`src/rtl/sn74_sync_pkg.sv`:
```
// Shared types and limits for the synchronous SN74-family counter models.
package sn74_sync_pkg;

    typedef logic [3:0] count4_t;

    localparam int MAX_SYNC_STAGES = 3;

endpackage

```
`src/rtl/ttl_fall_detect.sv`:
```
// Samples a TTL pin on the driving clock: optional synchronizer, then a registered falling-edge pulse.
// The pulse follows the synchronized level by one cycle, so pin-to-pulse is STAGES+1 cycles.
module ttl_fall_detect
    import sn74_sync_pkg::*;
#(
    parameter int STAGES = 0
) (
    input  logic clk,
    input  logic rst_n,
    input  logic pin,
    output logic lvl,
    output logic fall
);

    localparam int N = (STAGES > MAX_SYNC_STAGES) ? MAX_SYNC_STAGES : STAGES;

    logic prev_q, prev_d;
    logic fall_q, fall_d;

    generate
        if (N == 0) begin : g_nosync
            assign lvl = pin;
        end else begin : g_sync
            logic [N-1:0] sync_q, sync_d;

            always_comb begin
                sync_d    = sync_q << 1;
                sync_d[0] = pin;
            end

            always_ff @(posedge clk or negedge rst_n) begin
                if (!rst_n) begin
                    sync_q <= '0;
                end else begin
                    sync_q <= sync_d;
                end
            end

            assign lvl = sync_q[N-1];
        end
    endgenerate

    // prev resets low, so a pin held low through reset never looks like a fall.
    always_comb begin
        prev_d = lvl;
        fall_d = prev_q & ~lvl;
    end

    always_ff @(posedge clk or negedge rst_n) begin
        if (!rst_n) begin
            prev_q <= 1'b0;
            fall_q <= 1'b0;
        end else begin
            prev_q <= prev_d;
            fall_q <= fall_d;
        end
    end

    assign fall = fall_q;

endmodule

```
`src/rtl/sn7493_sync.sv`:
```
// SN7493 4-bit ripple counter rebuilt as a single-clock design counting detected pin falls.
// Pin-to-Q latency is EDGE_SYNC_STAGES+2 cycles; clear (both R0 high) overrides any count that cycle.
module sn7493_sync
    import sn74_sync_pkg::*;
#(
    parameter int EDGE_SYNC_STAGES = 0,
    parameter int CHAIN_A_TO_B     = 0
) (
    input  logic CLK_DRV,
    input  logic RST_N,
    input  logic CKA_N,
    input  logic CKB_N,
    input  logic R0_1,
    input  logic R0_2,
    output logic QA,
    output logic QB,
    output logic QC,
    output logic QD
);

    logic lvl_a, fall_a;
    logic lvl_b, fall_b;
    logic lvl_r1, fall_r1;
    logic lvl_r2, fall_r2;
    logic unused_sig;

    count4_t cnt_q, cnt_d;
    logic    t_a, t_b, t_c, t_d;
    logic    clr;

    ttl_fall_detect #(.STAGES(EDGE_SYNC_STAGES)) u_det_a (
        .clk(CLK_DRV), .rst_n(RST_N), .pin(CKA_N), .lvl(lvl_a), .fall(fall_a)
    );

    ttl_fall_detect #(.STAGES(EDGE_SYNC_STAGES)) u_det_b (
        .clk(CLK_DRV), .rst_n(RST_N), .pin(CKB_N), .lvl(lvl_b), .fall(fall_b)
    );

    ttl_fall_detect #(.STAGES(EDGE_SYNC_STAGES)) u_det_r1 (
        .clk(CLK_DRV), .rst_n(RST_N), .pin(R0_1), .lvl(lvl_r1), .fall(fall_r1)
    );

    ttl_fall_detect #(.STAGES(EDGE_SYNC_STAGES)) u_det_r2 (
        .clk(CLK_DRV), .rst_n(RST_N), .pin(R0_2), .lvl(lvl_r2), .fall(fall_r2)
    );

    assign unused_sig = ^{lvl_a, lvl_b, fall_r1, fall_r2};

    // The whole ripple resolves in one cycle: each stage toggles when all lower stages carry.
    always_comb begin
        clr   = lvl_r1 & lvl_r2;
        t_a   = fall_a;
        t_b   = (CHAIN_A_TO_B != 0) ? (fall_a & cnt_q[0]) : fall_b;
        t_c   = t_b & cnt_q[1];
        t_d   = t_c & cnt_q[2];
        cnt_d = cnt_q ^ {t_d, t_c, t_b, t_a};
        if (clr) begin
            cnt_d = '0;
        end
    end

    always_ff @(posedge CLK_DRV or negedge RST_N) begin
        if (!RST_N) begin
            cnt_q <= '0;
        end else begin
            cnt_q <= cnt_d;
        end
    end

    assign QA = cnt_q[0];
    assign QB = cnt_q[1];
    assign QC = cnt_q[2];
    assign QD = cnt_q[3];

endmodule

```
`config.mk`:
```
export PLATFORM = sky130hd
export DESIGN_NAME = sn7493_sync
export DESIGN_NICKNAME = d
export VERILOG_FILES = /design/src/rtl/sn74_sync_pkg.sv /design/src/rtl/ttl_fall_detect.sv /design/src/rtl/sn7493_sync.sv
export SDC_FILE = /design/constraint.sdc
export NUM_CORES = 1
export LEC_CHECK = 0
export CAP_MARGIN = 0
export CORE_AREA = 2 2 39 41
export DETAILED_ROUTE_END_ITERATION = 16
export DIE_AREA = 0 0 41 43
export HOLD_SLACK_MARGIN = 0.08
export PLACE_DENSITY = 0.48
export SKIP_LAST_GASP = 1
export SLEW_MARGIN = 10
export SYNTH_ARGS = -nofsm -noshare
export SYNTH_HDL_FRONTEND = slang
export SYNTH_SLANG_ARGS = --single-unit
```
`constraint.sdc`:
```
create_clock -name CLK_DRV -period 1.1 [get_ports CLK_DRV]
set_input_delay 0.33 -clock CLK_DRV [delete_from_list [all_inputs] [get_ports CLK_DRV]]
set_output_delay 0.33 -clock CLK_DRV [all_outputs]
set_load 0.03 [all_outputs]
```
== After elaboration in Yosys (flattened, before gate mapping) ==
Index checks and enable logic that the tools add are counted.
Operators by class
  bitwise logic cells: 8
  muxes and demuxes: 1
Operators by type and width (count)
  $and 1x1->1: 5
  $mux 4: 1
  $xor 4x4->4: 1
  $not 1->1: 2
Word-level totals
  logic and storage cells: 14
  register bits after elaboration: 8
  output and inout bits: 4
  bits of input ports: 6

== Depth between registers and ports, before layout ==
  depth after elaboration: 4
  depth in mapped cells: 4
  gate-level depth less buffers: 4

== Modules after synthesis ==
From an unflattened synthesis, not the netlist that was laid out.
Second synthesis, totals
  cell total of the unflattened synthesis: 28
  area total of the unflattened synthesis: 452.9 sq um
Modules (own cells, without submodules)
  ttl_fall_detect: cells an instance 4, area each 71.3 sq um, instances 4
  sn7493_sync: cells an instance 12, area each 167.7 sq um, instances 1

== Worst setup path after synthesis ==
OpenSTA, ideal clock, no wires.
  kind: flip-flop to flip-flop
  start: register cnt_q[1]
  end: register cnt_q[2]
  data required time: 0.973 ns
  setup time: 0.127 ns
  cell stages (with the launch flop): 4
  clock period less this slack: 1.204 ns
  slack: -0.104 ns
  buffers on the path: 0
  data arrival time: 1.077 ns
  path through: dfrtp_1 -> ha_1 -> ha_1 -> a21boi_0
On the way
  longest elaborated chain between the ends: 3
Ends and longest elaborated chain
  start, declared: RTL line sn7493_sync.sv:27  | count4_t cnt_q, cnt_d;
  start signal, assigned: RTL line sn7493_sync.sv:66  | cnt_q <= cnt_d;
  $and 1x1->1: RTL line sn7493_sync.sv:54  | t_c = t_b & cnt_q[1];
  $xor 4x4->4: RTL line sn7493_sync.sv:56  | cnt_d = cnt_q ^ {t_d, t_c, t_b, t_a};
  $mux 4: RTL line sn7493_sync.sv:57  | if (clr) begin
  via cnt_d[2]: RTL line sn7493_sync.sv:27
The timed path passes the listed nets, and every way through them passes these cells.

== Final worst setup path ==
  start: register cnt_q[1]
  end: output QB
RTL lines
  end, declared: RTL line sn7493_sync.sv:16  | output logic QB,
No word-level cell between the ends.

==> impl_metrics.tcl <==
set metrics [dict create \
    hold_viol_final 0 \
    cts_tree "yes" \
    yosysUniqueCellTypes 6 \
    slew_violations 0 \
    avgRoutedWirePerCell_um 9.288 \
    tightest_slew_ps 341.0 \
    gp_congestion 0.5665 \
    slowest_stage "dfrtp_2" \
    layout_commonest_cell "dfrtp_1" \
    rsz0062_at_grt "true" \
    cts_sinks 8 \
    max-cap-violations 0 \
    drt_iter0_drc 0 \
    relSlewSlack 0.7720 \
    cp.required_ps 770 \
    drive_gt1_frac 0.4444 \
    r2r_cells 4 \
    worstPathCellList "buf_6" \
    start_util 0.2025 \
    max_stage_delay_ps 420 \
    yosysSeqAreaShare 0.7143 \
    cts_buffers 3 \
    fin_util 0.3535 \
    grt_use_total 0.06788 \
    outcome "finished, violations left" \
    first_pass_iters 1 \
    num_rows 14 \
    r2r_end "cnt_q[3]$_DFF_PN0_" \
    setup_violations 2 \
    dp_cells 43 \
    syn-num-nets 26 \
    die_w_um 41 \
    violations "negative setup slack" \
    layout.nets 45 \
    cp_top_family "flip-flops" \
    antennaDiodeCount 0 \
    setup_ws_ps -45.40 \
    final_cell_mix "7 x dfrtp_1, 5 x clkdlybuf4s50_1, 5 x buf_4, 4 x buf_6, 3 x clkbuf_4" \
    r2r_slack_ps 30 \
    hold_path_class "input pin to asynchronous set/reset pin" \
    period_needed_ps 1145 \
    fin_area_um2 489.2 \
    fin_crit_sh 1.041 \
    die_y_um 43 \
    synth_cells 18 \
    area_growth_pct 74.55 \
    dieArea_um2 1763 \
    grt_max_degree 9 \
    worst_ep_arrival_time_ps 820 \
    skew_ps 8.086 \
    finalPower_w 0.0008595 \
    ant_nets 0 \
    instances_no_fill 52 \
    grt_first_pass_wirelength_um 731 \
    dr_total_vias 197 \
    clock_path_buffers 2 \
    crit_type "flop to primary output" \
    vias_per_cell 3.788 \
    fill_cells 148 \
    antenna_found_initial 0 \
    whs_ps 349.5 \
    regToRegStartpoint "cnt_q[1]$_DFF_PN0_" \
    cp-start-kind "flop" \
    grt_overflow 0 \
    placed_area_um2 406.6 \
    clk_pin_slew_worst_paths_ps 60 \
    floorplan.core_area_um2 1384 \
    io_buffers 9 \
    ys_ff_latch 8 \
    drc 0 \
    io_pins 10 \
    ys.warnings.count 0 \
    ctsHoldBuffers 0 \
    wl_um 483 \
    power_density_nw_per_um2 1757 \
    crit_fanout 2 \
    htree_levels 1 \
    cts_root_buf "clkbuf_4" \
    critPathLaunch "cnt_q[1]$_DFF_PN0_" \
    synth_area_um2 280.3 \
    worst_setup_path_end_kind "primary output" \
    clk_latency_ps 250 \
    grt_pass1_vias 188 \
    max_freq_mhz 873.1 \
    critPathBufInv 1 \
    vdd_drop_max_mv 0.4640 \
    post_synth.cell_area_avg_um2 15.57 \
    p_leak_nw 0.2176 \
]
registers in the layout (all words and copies together), names as in the netlist:
signal / cells
cnt_q: 4
u_det_a.fall: 1
u_det_a.prev_q: 1
u_det_b.fall: 1
u_det_b.prev_q: 1
through the flow:
stage,TNS [ps],worst slack (ps)
floorplan,0,3.427
global placement,0,35.81
detailed placement,0,8.573
CTS,-93.40,-61.04
global route,-172.8,-75.43
finish,-53.46,-45.40
layer usage:
layer  wire length [um]  part of all wire  global-route usage
met3                 53              0.11             0.03141
met1                185              0.38             0.06291
met2                244              0.51              0.1031
met4                  0                 0             0.06000
met5                  0                 0                   0
timing repair:
action / CTS / global route
buffers inserted: 3 / 2
resized for setup: 4 / 1
pin swaps: 0 / 0
endpoints found under the setup margin: 4 / 5
where the power goes:
part / switching [W] / total, W / internal (W)
combinational: 0.000118 / 0.000269 / 0.000151
sequential: 0.0000277 / 0.000361 / 0.000333
clock: 0.0000914 / 0.000230 / 0.000138
total: 0.000237 / 0.000860 / 0.000622
cells in the mapped netlist:
cell type  n  area [um^2]
a21oi_1    2        10.01
a21boi_0   2        15.01
nor2b_1    2        12.51
ha_1       2        25.02
dfrtp_1    8        200.2
xnor2_1    2        17.52
how the worst max path moves through the flow:
stage | end | slack [ps] | cells past startpoint
6_report | QB | -50 | 1
3_5_place_dp | cnt_q[1]$_DFF_PN0_ | 9 | 2
5_1_grt | QB | -80 | 1
2_1_floorplan | cnt_q[2]$_DFF_PN0_ | 3 | 3
4_1_cts | QB | -60 | 1
3_3_place_gp | cnt_q[1]$_DFF_PN0_ | 40 | 2
cell type report:
type	instances	area, um^2	area share
sequential	8	201.4	0.4118
timing repair buffer	14	132.6	0.2711
multi-input combinational	10	108.9	0.2225
clock buffer	4	26.28	0.05371
tap	16	20.02	0.04092
kinds of logic (layout without fill, tap and decap cells):
logic type,after synthesis,after routing,share of synthesized area
flip-flops,8,8,0.7143
AO/OA/AOI/OAI,4,4,0.08927
adder cells (fa/ha/maj),2,2,0.08927
XOR/XNOR,2,2,0.06251
AND/OR/NAND/NOR,2,2,0.04464
buffers and inverters,0,18,0
Note: power is estimated with default switching activity, not from simulation.
